<file path="config.mk">
export PLATFORM = sky130hd
export DESIGN_NAME = byte_pack_fifo_flat
export DESIGN_NICKNAME = d
export VERILOG_FILES = /design/src/rtl/byte_pack_pkg.sv /design/src/rtl/byte_pack_fifo_if.sv /design/src/rtl/sync_word_fifo.sv /design/src/rtl/byte_pack_fifo.sv /design/src/flat_wrapper.sv
export SDC_FILE = /design/constraint.sdc
export NUM_CORES = 1
export LEC_CHECK = 0
export BUFFER_PORTS_ARGS = -buffer_cell sky130_fd_sc_hd__buf_2
export CAP_MARGIN = 5
export CORE_AREA = 8 8 186 144
export DETAILED_ROUTE_END_ITERATION = 16
export DIE_AREA = 0 0 194 152
export GPL_ROUTABILITY_DRIVEN = 0
export PLACE_DENSITY = 0.82
export SLEW_MARGIN = 20
export SYNTH_ARGS = -nofsm -noshare
export SYNTH_HDL_FRONTEND = slang
export SYNTH_SLANG_ARGS = --single-unit
</file>
<file path="constraint.sdc">
create_clock -name clk -period 6.8 [get_ports clk]
set_input_delay 1.36 -clock clk [delete_from_list [all_inputs] [get_ports clk]]
set_output_delay 1.36 -clock clk [all_outputs]
set_load 0.01 [all_outputs]
</file>
<file path="src/rtl/byte_pack_pkg.sv">
// Shared constants and helpers for the byte-to-word packing FIFO.
package byte_pack_pkg;

  localparam int BYTE_W = 8;
  localparam int WORD_W = 32;
  localparam int LANES  = 4;

  function automatic int clog2(input int value);
    int result;
    int v;
    result = 0;
    v = value - 1;
    while (v > 0) begin
      result++;
      v = v >> 1;
    end
    return result;
  endfunction

  localparam int LANE_IDX_W = clog2(LANES);

  typedef logic [LANE_IDX_W-1:0] lane_idx_t;

endpackage

</file>
<file path="src/rtl/byte_pack_fifo_if.sv">
// Byte-in / word-out bus of the packing FIFO; master drives bytes and reads, slave is the FIFO.
interface byte_pack_fifo_if #(
  parameter int AW = 3
);
  import byte_pack_pkg::*;

  logic              en_w;
  logic [BYTE_W-1:0] data_in;
  logic              flush;
  logic              en_r;
  logic [WORD_W-1:0] data_out;
  logic              rd_valid;
  logic              w_ready;
  logic              full_flag;
  logic              empty_flag;
  lane_idx_t         byte_cnt;
  logic [AW:0]       word_cnt;
  logic              ovf;
  logic              udf;

  modport master (
    output en_w, data_in, flush, en_r,
    input  data_out, rd_valid, w_ready, full_flag, empty_flag,
           byte_cnt, word_cnt, ovf, udf
  );

  modport slave (
    input  en_w, data_in, flush, en_r,
    output data_out, rd_valid, w_ready, full_flag, empty_flag,
           byte_cnt, word_cnt, ovf, udf
  );

endinterface

</file>
<file path="src/rtl/sync_word_fifo.sv">
// DEPTH x 32 synchronous word FIFO with registered read data and a refused-read pulse.
module sync_word_fifo
  import byte_pack_pkg::*;
#(
  parameter int DEPTH = 8,
  parameter int AW    = clog2(DEPTH)
) (
  input  logic              clk,
  input  logic              rst,
  input  logic              wr_en,
  input  logic [WORD_W-1:0] wr_data,
  input  logic              rd_en,
  output logic [WORD_W-1:0] rd_data,
  output logic              rd_valid,
  output logic              full,
  output logic              empty,
  output logic [AW:0]       count,
  output logic              udf
);

  logic [WORD_W-1:0] mem [DEPTH];
  logic [AW-1:0]     wptr;
  logic [AW-1:0]     rptr;
  logic              wr_ok;
  logic              rd_ok;

  assign full  = (count == (AW+1)'(DEPTH));
  assign empty = (count == '0);
  assign wr_ok = wr_en && !full;
  assign rd_ok = rd_en && !empty;

  // Storage is deliberately left out of reset so it maps onto plain RAM.
  always_ff @(posedge clk) begin
    if (wr_ok) begin
      mem[wptr] <= wr_data;
    end
  end

  always_ff @(posedge clk) begin
    if (rst) begin
      wptr     <= '0;
      rptr     <= '0;
      count    <= '0;
      rd_data  <= '0;
      rd_valid <= 1'b0;
      udf      <= 1'b0;
    end else begin
      rd_valid <= rd_ok;
      udf      <= rd_en && empty;
      if (wr_ok) begin
        wptr <= wptr + 1'b1;
      end
      if (rd_ok) begin
        rd_data <= mem[rptr];
        rptr    <= rptr + 1'b1;
      end
      case ({wr_ok, rd_ok})
        2'b10:   count <= count + 1'b1;
        2'b01:   count <= count - 1'b1;
        default: count <= count;
      endcase
    end
  end

endmodule

</file>
<file path="src/rtl/byte_pack_fifo.sv">
// Packs little-endian bytes into 32-bit words and queues them in a word FIFO; flush commits a zero-padded partial word.
module byte_pack_fifo
  import byte_pack_pkg::*;
#(
  parameter int DEPTH = 8,
  parameter int AW    = 3
) (
  input logic              clk,
  input logic              rst,
  byte_pack_fifo_if.slave  bus
);

  logic [LANES-1:0][BYTE_W-1:0] lanes;
  lane_idx_t                    byte_cnt;
  logic                         full;
  logic                         empty;
  logic                         w_ready;
  logic                         accept;
  logic                         last_byte;
  logic                         wants_flush;
  logic                         flush_ok;
  logic                         flush_drop;
  logic                         commit;
  logic                         ovf;
  logic [WORD_W-1:0]            commit_word;

  assign w_ready     = !(full && byte_cnt == lane_idx_t'(LANES-1));
  assign accept      = bus.en_w && w_ready;
  assign last_byte   = accept && byte_cnt == lane_idx_t'(LANES-1);
  assign wants_flush = bus.flush && (byte_cnt != '0 || accept);
  assign flush_ok    = wants_flush && !full;
  assign flush_drop  = wants_flush && full;
  assign commit      = last_byte || flush_ok;

  // Held lanes below byte_cnt, the incoming byte in lane byte_cnt, zeros above.
  always_comb begin
    commit_word = '0;
    for (int i = 0; i < LANES; i++) begin
      if (i < int'(byte_cnt)) begin
        commit_word[i*BYTE_W +: BYTE_W] = lanes[i];
      end else if (i == int'(byte_cnt) && accept) begin
        commit_word[i*BYTE_W +: BYTE_W] = bus.data_in;
      end
    end
  end

  always_ff @(posedge clk) begin
    if (accept && !commit) begin
      lanes[byte_cnt] <= bus.data_in;
    end
  end

  always_ff @(posedge clk) begin
    if (rst) begin
      byte_cnt <= '0;
      ovf      <= 1'b0;
    end else begin
      ovf <= (bus.en_w && !w_ready) || flush_drop;
      if (commit) begin
        byte_cnt <= '0;
      end else if (accept) begin
        byte_cnt <= byte_cnt + 1'b1;
      end
    end
  end

  sync_word_fifo #(
    .DEPTH (DEPTH),
    .AW    (AW)
  ) u_word_fifo (
    .clk      (clk),
    .rst      (rst),
    .wr_en    (commit),
    .wr_data  (commit_word),
    .rd_en    (bus.en_r),
    .rd_data  (bus.data_out),
    .rd_valid (bus.rd_valid),
    .full     (full),
    .empty    (empty),
    .count    (bus.word_cnt),
    .udf      (bus.udf)
  );

  assign bus.w_ready    = w_ready;
  assign bus.full_flag  = full;
  assign bus.empty_flag = empty;
  assign bus.byte_cnt   = byte_cnt;
  assign bus.ovf        = ovf;

endmodule
</file>
<file path="src/flat_wrapper.sv">
// flat-port wrapper written by rule: the top's interface ports become plain ports
module byte_pack_fifo_flat import byte_pack_pkg::*;
#(
  parameter int DEPTH = 8,
  parameter int AW    = 3
)
  (clk, rst, bus_en_w, bus_data_in, bus_flush, bus_en_r, bus_data_out, bus_rd_valid, bus_w_ready, bus_full_flag, bus_empty_flag, bus_byte_cnt, bus_word_cnt, bus_ovf, bus_udf);
  byte_pack_fifo_if #(.AW(AW)) bus_i ();
  input logic clk;
  input logic rst;
  input wire logic [$bits(bus_i.en_w)-1:0] bus_en_w;
  input wire logic [$bits(bus_i.data_in)-1:0] bus_data_in;
  input wire logic [$bits(bus_i.flush)-1:0] bus_flush;
  input wire logic [$bits(bus_i.en_r)-1:0] bus_en_r;
  output wire logic [$bits(bus_i.data_out)-1:0] bus_data_out;
  output wire logic [$bits(bus_i.rd_valid)-1:0] bus_rd_valid;
  output wire logic [$bits(bus_i.w_ready)-1:0] bus_w_ready;
  output wire logic [$bits(bus_i.full_flag)-1:0] bus_full_flag;
  output wire logic [$bits(bus_i.empty_flag)-1:0] bus_empty_flag;
  output wire logic [$bits(bus_i.byte_cnt)-1:0] bus_byte_cnt;
  output wire logic [$bits(bus_i.word_cnt)-1:0] bus_word_cnt;
  output wire logic [$bits(bus_i.ovf)-1:0] bus_ovf;
  output wire logic [$bits(bus_i.udf)-1:0] bus_udf;
  assign bus_i.en_w = bus_en_w;
  assign bus_i.data_in = bus_data_in;
  assign bus_i.flush = bus_flush;
  assign bus_i.en_r = bus_en_r;
  assign bus_data_out = bus_i.data_out;
  assign bus_rd_valid = bus_i.rd_valid;
  assign bus_w_ready = bus_i.w_ready;
  assign bus_full_flag = bus_i.full_flag;
  assign bus_empty_flag = bus_i.empty_flag;
  assign bus_byte_cnt = bus_i.byte_cnt;
  assign bus_word_cnt = bus_i.word_cnt;
  assign bus_ovf = bus_i.ovf;
  assign bus_udf = bus_i.udf;
  byte_pack_fifo #(.DEPTH(DEPTH), .AW(AW)) u_core (.clk(clk), .rst(rst), .bus(bus_i));
endmodule
</file>
[Yosys cells after proc, flatten, opt, wreduce, memory -nomap -nowiden]
Memory sizes are Yosys's and may differ from the RTL's. A register that Yosys moved wholly into a read port is not among the register bits.
Cells that the tools add are included.
Cells by class
  add/subtract/negate cells: 5
  $lt $le $gt $ge: 5
  equality and inequality tests: 7
  muxes and demuxes: 13
  reduce and logical (&&, ||, !) cells: 28
Operators with widths (count)
  two-way mux 8 bit: 8
  bitwise mux 32 bit: 1
  demux 8 bit (select 2 bit): 1
  logical AND 1 bit: 16
  one-hot mux 4 bit (2 select lines): 1
  adder 3 x 1 -> 3 bit, second input constant: 2
  adder 4 x 1 -> 4 bit, second input constant: 1
  == test 2 bit, first input constant: 2
  == test 2 bit, second input constant: 2
  == test 4 bit, second input constant: 1
  zero test 1 bit: 4
  zero test 4 bit: 1
  < comparator 1 x 2 -> 1 bit, first input constant: 2
  nonzero test 2 bit: 2
  subtractor 4 x 1 -> 4 bit, second input constant: 1
  logical OR 1 bit: 3
  < comparator 2 x 3 -> 1 bit, second input constant: 1
  adder 2 x 1 -> 2 bit, second input constant: 1
  == test 1 x 2 -> 1 bit, first input constant: 1
  == test 2 x 1 -> 1 bit, second input constant: 1
  >= comparator 2 x 1 -> 1 bit, second input constant: 1
  zero test 2 bit: 1
  < comparator 2 bit, first input constant: 1
  two-way mux 1 bit: 2
  OR reduction 2 bit: 1
Word-level totals
  register bits: 47
  bits in writable memories: 256
  input bits: 13
  output and inout port bits: 44
  memories: 1
Memory list
  u_core.u_word_fifo.mem: depth 8, bits a word 32, rd ports 1, clocked after Yosys merged registers in 1, wr ports 1, RTL line sync_word_fifo.sv:21  | logic [WORD_W-1:0] mem [DEPTH];

[Depth between registers and ports, before layout]
Gate-level depths: netlist (run 1).
  word-level depth: 11
  mapped depth: 16
  depth with buffers taken out: 12

[Cells and area by module]
A second synthesis (run 1) with hierarchy kept.
Unflattened totals
  cell total of the unflattened synthesis: 644
  area, all modules: 12507.0 µm²
By module, submodules not included
  sync_word_fifo: times used 1, cells each 553, area an instance 11225.8 µm², seq. area each 8568.2 µm²
  byte_pack_fifo: times used 1, cells each 91, area an instance 1281.2 µm², seq. area each 780.7 µm²

[Worst setup path after synthesis (run 1)]
Ideal clock, no wire load.
  path kind: input port to flip-flop
  from: input port bus_flush
  to: memory u_core.u_word_fifo.mem[4][0], enable pin
  setup time: 0.513 ns
  arrival: 5.375 ns
  required time: 6.287 ns
  path slack: 0.912 ns
  stages on the path: 5
  cell sequence: o21ai_0 a21oi_4 inv_1 buf_4 nor4b_1
On the way
  word-level cells in the longest chain between the ends: 6
RTL lines
  start, declared: RTL line flat_wrapper.sv:13  | input wire logic [$bits(bus_i.flush)-1:0] bus_flush;
  logical AND 1 bit: RTL line byte_pack_fifo.sv:30  | assign wants_flush = bus.flush && (byte_cnt != '0 || accept);
  logical AND 1 bit: RTL line byte_pack_fifo.sv:31  | assign flush_ok = wants_flush && !full;
  logical OR 1 bit: RTL line byte_pack_fifo.sv:33  | assign commit = last_byte || flush_ok;
  logical AND 1 bit: RTL line sync_word_fifo.sv:29  | assign wr_ok = wr_en && !full;
  two-way mux 1 bit: RTL line sync_word_fifo.sv:34  | if (wr_ok) begin
  two-way mux 1 bit (not written as such): RTL line sync_word_fifo.sv:35  | mem[wptr] <= wr_data;
  end, declared: RTL line sync_word_fifo.sv:21
Every way passes these cells.

[Worst setup path after layout (run 1)]
  from: register u_core.byte_cnt[1], in the netlist u_core.bus.byte_cnt[1]
  to: register u_core.u_word_fifo.count[2]
On the way
  word-level cells in the longest chain between the ends: 11
  elaborated cells between the ends (all ways): 15
RTL lines
  start, declared: RTL line byte_pack_fifo.sv:14  | lane_idx_t byte_cnt;
  start signal, assigned: RTL line byte_pack_fifo.sv:62  | byte_cnt <= byte_cnt + 1'b1;
  == test 2 bit: RTL line byte_pack_fifo.sv:27, byte_pack_fifo.sv:29
  logical AND 1 bit: RTL line byte_pack_fifo.sv:27  | assign w_ready = !(full && byte_cnt == lane_idx_t'(LANES-1));
  zero test 1 bit: RTL line byte_pack_fifo.sv:27
  logical AND 1 bit: RTL line byte_pack_fifo.sv:28  | assign accept = bus.en_w && w_ready;
  logical OR 1 bit: RTL line byte_pack_fifo.sv:30
  logical AND 1 bit: RTL line byte_pack_fifo.sv:30
  logical AND 1 bit: RTL line byte_pack_fifo.sv:31
  logical OR 1 bit *: RTL line byte_pack_fifo.sv:33
  logical AND 1 bit *: RTL line sync_word_fifo.sv:29
  == test 2 x 1 -> 1 bit / == test 2 bit (equally long branches): RTL line sync_word_fifo.sv:57  | case ({wr_ok, rd_ok})
  one-hot mux 4 bit (2 select lines) / nonzero test 2 bit (equally long branches)
  end signal, assigned: RTL line sync_word_fifo.sv:58  | 2'b10: count <= count + 1'b1;
  end signal, assigned: RTL line sync_word_fifo.sv:59  | 2'b01: count <= count - 1'b1;
  end signal, assigned: RTL line sync_word_fifo.sv:60  | default: count <= count;
  end, declared: RTL line sync_word_fifo.sv:17  | output logic [AW:0] count,
Mark *: on every way between the ends. The rest lies on a longest branch, timed or not.
A chain may end at the register's enable or synchronous reset.

==> results of run 1 <==
-- placed cells by master, fill, tap and decap left out, types with 3 or more instances in the layout --
cell,instances
nand2_1,26
mux4_2,64
o21ai_0,18
xnor2_1,3
clkinv_2,8
mux2i_1,3
nand3_1,24
o22ai_1,33
dfxtp_1,45
clkinv_1,4
inv_1,12
clkbuf_16,31
buf_4,15
nor3_2,30
a21oi_1,4
and3_1,3
clkbuf_1,8
xor2_1,4
and2_1,8
o21ai_1,10
nor2_1,42
ha_1,10
edfxtp_1,280
nor3_1,6
buf_2,56
-- worst max-delay path: stages (launching register included) --
cell and delay [ns]:
dfxtp_1 0.73, inv_1 0.20, ha_1 0.50, nand2b_1 0.31, a21oi_4 0.22, inv_1 0.24, ha_1 0.34, xor2_1 0.16
ha_1 0.19, a21oi_1 0.15, xor2_1 0.09, or3_1 0.31, a21oi_1 0.13
-- sequential cells by signal, summed over array words and instances, names as in the netlist --
name,count
u_core.lanes,24
u_core.u_word_fifo.rptr,3
u_core.bus.byte_cnt,2
u_core.u_word_fifo.rd_valid,1
u_core.u_word_fifo.mem,256
u_core.u_word_fifo.udf,1
u_core.bus.ovf,1
u_core.u_word_fifo.count,4
u_core.u_word_fifo.rd_data,32
u_core.u_word_fifo.wptr,3
-- power by group --
group	leakage, nW	internal, W	switching, W
registers	3.09	0.00236	0.000143
logic	1.30	0.000463	0.000582
clock network	0.458	0.000892	0.000699
total	4.85	0.00372	0.00142
-- worst min path at each step --
| stage | slack [ns] | from | depth (start not counted) | to |
|---|---|---|---|---|
| after floorplan | 0.51 | u_core.u_word_fifo.rd_data[21]$_SDFFE_PP0P_ | 2 | u_core.u_word_fifo.rd_data[21]$_SDFFE_PP0P_ |
| after CTS | 0.49 | u_core.u_word_fifo.rd_data[22]$_SDFFE_PP0P_ | 2 | u_core.u_word_fifo.rd_data[22]$_SDFFE_PP0P_ |
| final | 0.49 | u_core.u_word_fifo.rd_data[14]$_SDFFE_PP0P_ | 2 | u_core.u_word_fifo.rd_data[14]$_SDFFE_PP0P_ |
| after global placement | 0.48 | u_core.u_word_fifo.rd_data[15]$_SDFFE_PP0P_ | 2 | u_core.u_word_fifo.rd_data[15]$_SDFFE_PP0P_ |
| after detailed placement | 0.48 | u_core.u_word_fifo.rd_data[22]$_SDFFE_PP0P_ | 2 | u_core.u_word_fifo.rd_data[22]$_SDFFE_PP0P_ |
| after global routing | 0.52 | u_core.u_word_fifo.rd_data[20]$_SDFFE_PP0P_ | 2 | u_core.u_word_fifo.rd_data[20]$_SDFFE_PP0P_ |
-- per-stage QoR --
stage	utilization (%)	instances	total power, W
after detailed placement	55.9	1027	0.00361
after floorplan	-	692	0.00334
after global routing	59.8	1082	0.00537
final	59.8	1082	0.00514
after CTS	59.8	1082	0.00519
after global placement	55.9	1027	0.00358
-- synthesized netlist by cell type (3+ instances only) --
library cell,count
inv_1,12
buf_6,7
xnor2_1,3
mux2i_1,3
dfxtp_1,47
and3_1,3
xor2_1,4
clkbuf_1,16
nor3b_1,3
a21oi_1,4
nor3_1,8
and2_1,8
nand3_1,24
o22ai_1,33
buf_4,10
buf_1,3
nand2_1,26
nor3_2,28
o21ai_0,20
buf_2,5
mux4_2,64
ha_1,10
nor2_1,43
edfxtp_1,280
o21ai_1,8
-- layout make-up --
cell class              instances  area, um^2
fillers                      1650        9510
repair buffers                 71         393
flip-flops and latches        327        9350
inverters                      12        45.0
clock buffers                  41         833
well taps                     306         383
multi-input cells             311        3060
clock inverters                14        92.6
-- cell families after synthesis --
family / after synthesis / synth area share [%]
compound gates: 69 / 3.36
flops: 327 / 73.8
simple gates: 157 / 7.23
mux: 68 / 11.7
xor+xnor: 7 / 0.484
buf+inv: 54 / 2.45
fa+ha+maj: 10 / 0.988
-- metal layers --
| layer | GRT usage [%] | up-vias |
|---|---|---|
| met5 | 0 | - |
| met4 | 4.50 | 0 |
| met3 | 3.00 | 38 |
| met2 | 27.1 | 302 |
| met1 | 25.0 | 3341 |
| li1 | - | 2844 |
==> impl_metrics.yaml, run 1 <==
global_route:
  grt_pass1_wl_mm: 40.1
  grt_max_degree: 41
  grt_pass1_vias: 6737
  grtUsageTotal_pct: 17.3
  grt_overflow: 0
  antenna_found_initial: 0
worst_setup_path:
  worstReg2RegEnd: "u_core.u_word_fifo.count[2]$_SDFFE_PP0P_"
  critPathCapture: "u_core.u_word_fifo.count[2]$_SDFFE_PP0P_"
  worst-setup-path-type: "reg -> reg"
  r2r_start: "u_core.bus.byte_cnt[1]$_SDFFE_PP0N_"
  cp-startpoint: "u_core.bus.byte_cnt[1]$_SDFFE_PP0N_"
  ff2ff_setup_slack_ns: 3.13
  crit_arrival_ns: 4.15
  r2r_cells: 12
  cp_max_fo: 22
  worstPathRequired_ns: 7.28
  crit_path_end_kind: "flip-flop"
  startpoint_type: "flip-flop"
clock_tree:
  insertion_delay_ns: 0.55
  cts_tree: "built"
  clockBufferDepth: 3
  clockRootBuffer: "clkbuf_16"
  htree_levels: 1
  cts_setup_buffers: 0
  cts_sinks: 327
  clk_pin_slew_ns: 0.06
  ctsHoldBuffers: 0
  post_cts_resized: 0
  numCtsBuffers: 30
synthesis:
  synthCells: 692
  synth_flop_cell: "edfxtp_1"
  synth_cell_types: 40
  syn-num-nets: 715
  ys_seq_area_share_pct: 73.8
  synthTopCellsByArea: "edfxtp_1 (66%), mux4_2 (11%), dfxtp_1 (7.4%), nor3_2 (2.2%), o22ai_1 (1.6%)"
  syn_area_per_cell_um2: 18.3
  ys_ff_latch: 327
  yosys.area.top_type: "edfxtp_1"
  synth_edf_count: 280
  synth_top_area_share_pct: 66.4
  synth-async-reset-ratio_pct: 0
  ys_warn_count: 0
  syn_area_um2: 12700
timing:
  worstMarginPinSlew_ns: 0.985
  setup_ws_ns: 3.13
  slew_headroom_pct: 33.6
  layout_min_cycle_time_ns: 3.67
  finClkSkew_ns: 0.0139
  setup_viol: 0
  hold-worst-slack_ns: 0.491
  rsz0062_at_grt: "no"
  finalCritPeriodShare_pct: 54.0
  slew_violations: 0
  final_hold_viol_count: 0
  fmaxAchievable_mhz: 272
  setup_tns_ns: 0
detailed_routing:
  drc: 0
  wl_per_cell_um: 23.9
  routed_via_density: 6.03
  highest_layer: "met4"
  route.met2.wl_mm: 12.4
  wl_met1_mm: 11.1
  drt_iter0_markers: 690
  antenna_left: 0
  wirelength_mm: 25.9
  vias: 6525
  route.met3.wl_mm: 1.92
  first_pass_iters: 5
floorplan:
  fp.coreArea_um2: 23700
  start_util_pct: 53.5
  die-area_um2: 29500
  ios: 57
  fp.dieH_um: 152
  die-width_um: 194
  num_rows: 49
power_and_ir_drop:
  p_leak_nw: 4.85
  power.density_cell_area_nw_per_um2: 363
  ir_worst_vdd_mv: 0.345
outcome:
  outcome: "complete, no violations"
placed_design:
  portBuffers: 56
  hpwl_mm: 14.8
  post_dp_cell_area_um2: 13200
  dp_slack_ns: 3.10
job:
  maxCapViolations: 0
cells_and_area:
  drive_gt1_share_pct: 28.7
  fin_nets: 776
  area_growth_pct: 11.7
  n_antenna_cell: 0
  finalInstanceArea_um2: 14200
worst_hold_path:
  worstHoldPathType: "reg -> reg"
Power figures use the tool's default switching activity.
==> inputs of run 2 (changes only) <==
--- a/config.mk
+++ b/config.mk
@@ -11,7 +11,7 @@
 export DETAILED_ROUTE_END_ITERATION = 16
 export DIE_AREA = 0 0 194 152
 export GPL_ROUTABILITY_DRIVEN = 0
-export PLACE_DENSITY = 0.82
+export PLACE_DENSITY = 0.85
 export SLEW_MARGIN = 20
 export SYNTH_ARGS = -nofsm -noshare
 export SYNTH_HDL_FRONTEND = slang
==> constraint.sdc (replaced) <==
create_clock -name clk -period 2.95 [get_ports clk]
set_input_delay 0.59 -clock clk [delete_from_list [all_inputs] [get_ports clk]]
set_output_delay 0.59 -clock clk [all_outputs]
set_load 0.01 [all_outputs]
==> run 2 against run 1 <==
Effect of this change: non-clock buffer count rose by 22; die area did not move; global-route usage rose by 1.3 points; hold slack got worse by 0.17 ns; first-iteration DRC count fell by 11%; sequential share of layout area fell by 2.1 points; largest cell class unchanged; highest routed layer unchanged.
==> impl_metrics.yaml, run 2 (synthesis results as in run 1) <==
power_and_ir_drop:
  power_frac_comb_pct: 21.3
  switching_share_pct: 27.7
  p_clk_share_pct: 32.3
  power.switching_w: 0.00344
  power.density_cell_area_nw_per_um2: 847
  p_seq_share_pct: 46.4
  total_power_w: 0.0124
  ir_worst_vdd_mv: 0.612
  internal_power_w: 0.00896
  p_leak_nw: 5.05
clock_tree:
  htree_levels: 1
  clockBufferDepth: 3
  cts_sinks: 327
  clk_pin_slew_ns: 0.06
  post_cts_resized: 0
  insertion_delay_ns: 0.55
  ctsHoldBuffers: 0
  cts_setup_buffers: 0
  numCtsBuffers: 30
  cts_tree: "built"
  clockRootBuffer: "clkbuf_16"
floorplan:
  start_util_pct: 53.5
  die-area_um2: 29500
  fp.dieH_um: 152
  num_rows: 49
  ios: 57
  die-width_um: 194
  fp.coreArea_um2: 23700
cells_and_area:
  largest_reg_flops: 256
  area_growth_pct: 15.5
  finalInstanceArea_um2: 14600
  fin_nets: 798
  reg_top3: "u_core.u_word_fifo.mem x256, u_core.u_word_fifo.rd_data x32, u_core.lanes x24"
  final_common_cell: "edfxtp_1"
  final_cell_mix: "edfxtp_1 (280), mux4_2 (64), buf_2 (56)"
  regMostFlops: "u_core.u_word_fifo.mem"
  utilization_pct: 61.8
  n_antenna_cell: 0
  drive_gt1_share_pct: 32.0
worst_setup_path:
  ff2ff_setup_slack_ns: 0.12
  r2r_cells: 11
  max_stage_delay_ns: 0.45
  worst_path_max_delay_cell: "o21ai_0"
  startpoint_type: "flip-flop"
  worst-setup-path-type: "reg -> reg"
  cpMostUsedCell: "ha_1"
  r2r_start: "u_core.bus.byte_cnt[1]$_SDFFE_PP0N_"
  crit_arrival_ns: 3.31
  cp.buffers_inverters: 1
  worstReg2RegEnd: "u_core.u_word_fifo.count[2]$_SDFFE_PP0P_"
  worstPathRequired_ns: 3.43
  cp_max_fo: 22
  crit_chain: "ha_1 -> o21ai_0 -> a21oi_4 -> inv_2 -> ha_1 -> xor2_1 -> ha_1 -> a21oi_1 -> xor2_1 -> or3_1 -> a21oi_1"
  cp_num_cells: 11
  critPathTopFamily: "compound AO/OA/AOI/OAI gates"
  crit_path_end_kind: "flip-flop"
detailed_routing:
  vias: 6683
  wirelength_mm: 27.7
  antenna_left: 0
  drc: 0
  drt_iter0_markers: 613
  routed_via_density: 6.05
  first_pass_iters: 5
  wl_per_cell_um: 25.0
placed_design:
  hpwl_mm: 16.1
  post_dp_cell_area_um2: 13600
  dp_slack_ns: 0.163
  portBuffers: 56
timing:
  layout_min_cycle_time_ns: 2.83
  worstMarginPinSlew_ns: 0.779
  final_hold_viol_count: 0
  slew_violations: 0
  hold-worst-slack_ns: 0.325
  setup_viol: 0
  finalCritPeriodShare_pct: 95.9
  rsz0062_at_grt: "no"
  fmaxAchievable_mhz: 353
  setup_ws_ns: 0.121
  finClkSkew_ns: 0.0103
  slew_headroom_pct: 47.5
global_route:
  grtUsageTotal_pct: 18.7
  grt_overflow: 0
  grt_max_degree: 46
  grt_pass1_vias: 7077
  grt_pass1_wl_mm: 42.6
  antenna_found_initial: 0
worst_hold_path:
  worstHoldPathType: "in -> reg"
  min_from: "bus_en_r"
  whs_endpoint: "u_core.u_word_fifo.udf$_SDFF_PP0_"
  min_path_cells: 2
job:
  maxCapViolations: 0
outcome:
  outcome: "complete, no violations"
## run 2: changes by cell type in the layout (fill, tap and decap cells not counted), sizes merged
cell      delta
bufinv       +3
buf         +22
clkbuf       -1
clkinv       -3
clkinvlp     +2
## run 2: cell type report
class / count / area, um^2
clock buffer: 40 / 830
sequential: 327 / 9360
timing repair buffer: 93 / 683
fill: 1615 / 9030
clock inverter: 16 / 203
multi-input combinational: 311 / 3130
inverter: 12 / 47.5
tap: 306 / 383
## run 2: through the flow
step,setup TNS (ns),std cells
after floorplan,-9.41,692
after global placement,0,1049
after detailed placement,0,1049
after CTS,0,1105
after global routing,0,1105
final,0,1105
## run 2: how the worst max path moves through the flow
stage | end | slack [ns] | startpoint
2_1_floorplan | u_core.u_word_fifo.mem[4][0]$_DFFE_PP_ | -0.16 | u_core.bus.byte_cnt[1]$_SDFFE_PP0N_
3_3_place_gp | u_core.u_word_fifo.count[2]$_SDFFE_PP0P_ | 0.27 | bus_flush
3_5_place_dp | u_core.u_word_fifo.count[2]$_SDFFE_PP0P_ | 0.16 | bus_flush
4_1_cts | u_core.u_word_fifo.count[2]$_SDFFE_PP0P_ | 0.18 | u_core.bus.byte_cnt[0]$_SDFFE_PP0N_
5_1_grt | u_core.u_word_fifo.count[2]$_SDFFE_PP0P_ | 0.01 | u_core.bus.byte_cnt[1]$_SDFFE_PP0N_
6_report | u_core.u_word_fifo.count[2]$_SDFFE_PP0P_ | 0.12 | u_core.bus.byte_cnt[1]$_SDFFE_PP0N_
## run 2: power by group through the flow
stage | Combinational, W | Sequential, W | Clock, W
final | 0.00264 | 0.00576 | 0.00400
after global routing | 0.00288 | 0.00581 | 0.00421
after CTS | 0.00268 | 0.00577 | 0.00405
after detailed placement | 0.00266 | 0.00586 | 0
after global placement | 0.00259 | 0.00583 | 0
after floorplan | 0.00190 | 0.00582 | 0
## run 2: metal layers
| layer | track usage, % | wire, um |
|---|---|---|
| met2 | 32.9 | 14300 |
| met3 | 3.05 | 1580 |
| met1 | 24.1 | 11300 |
| met5 | 0 | 0 |
| met4 | 4.21 | 452 |
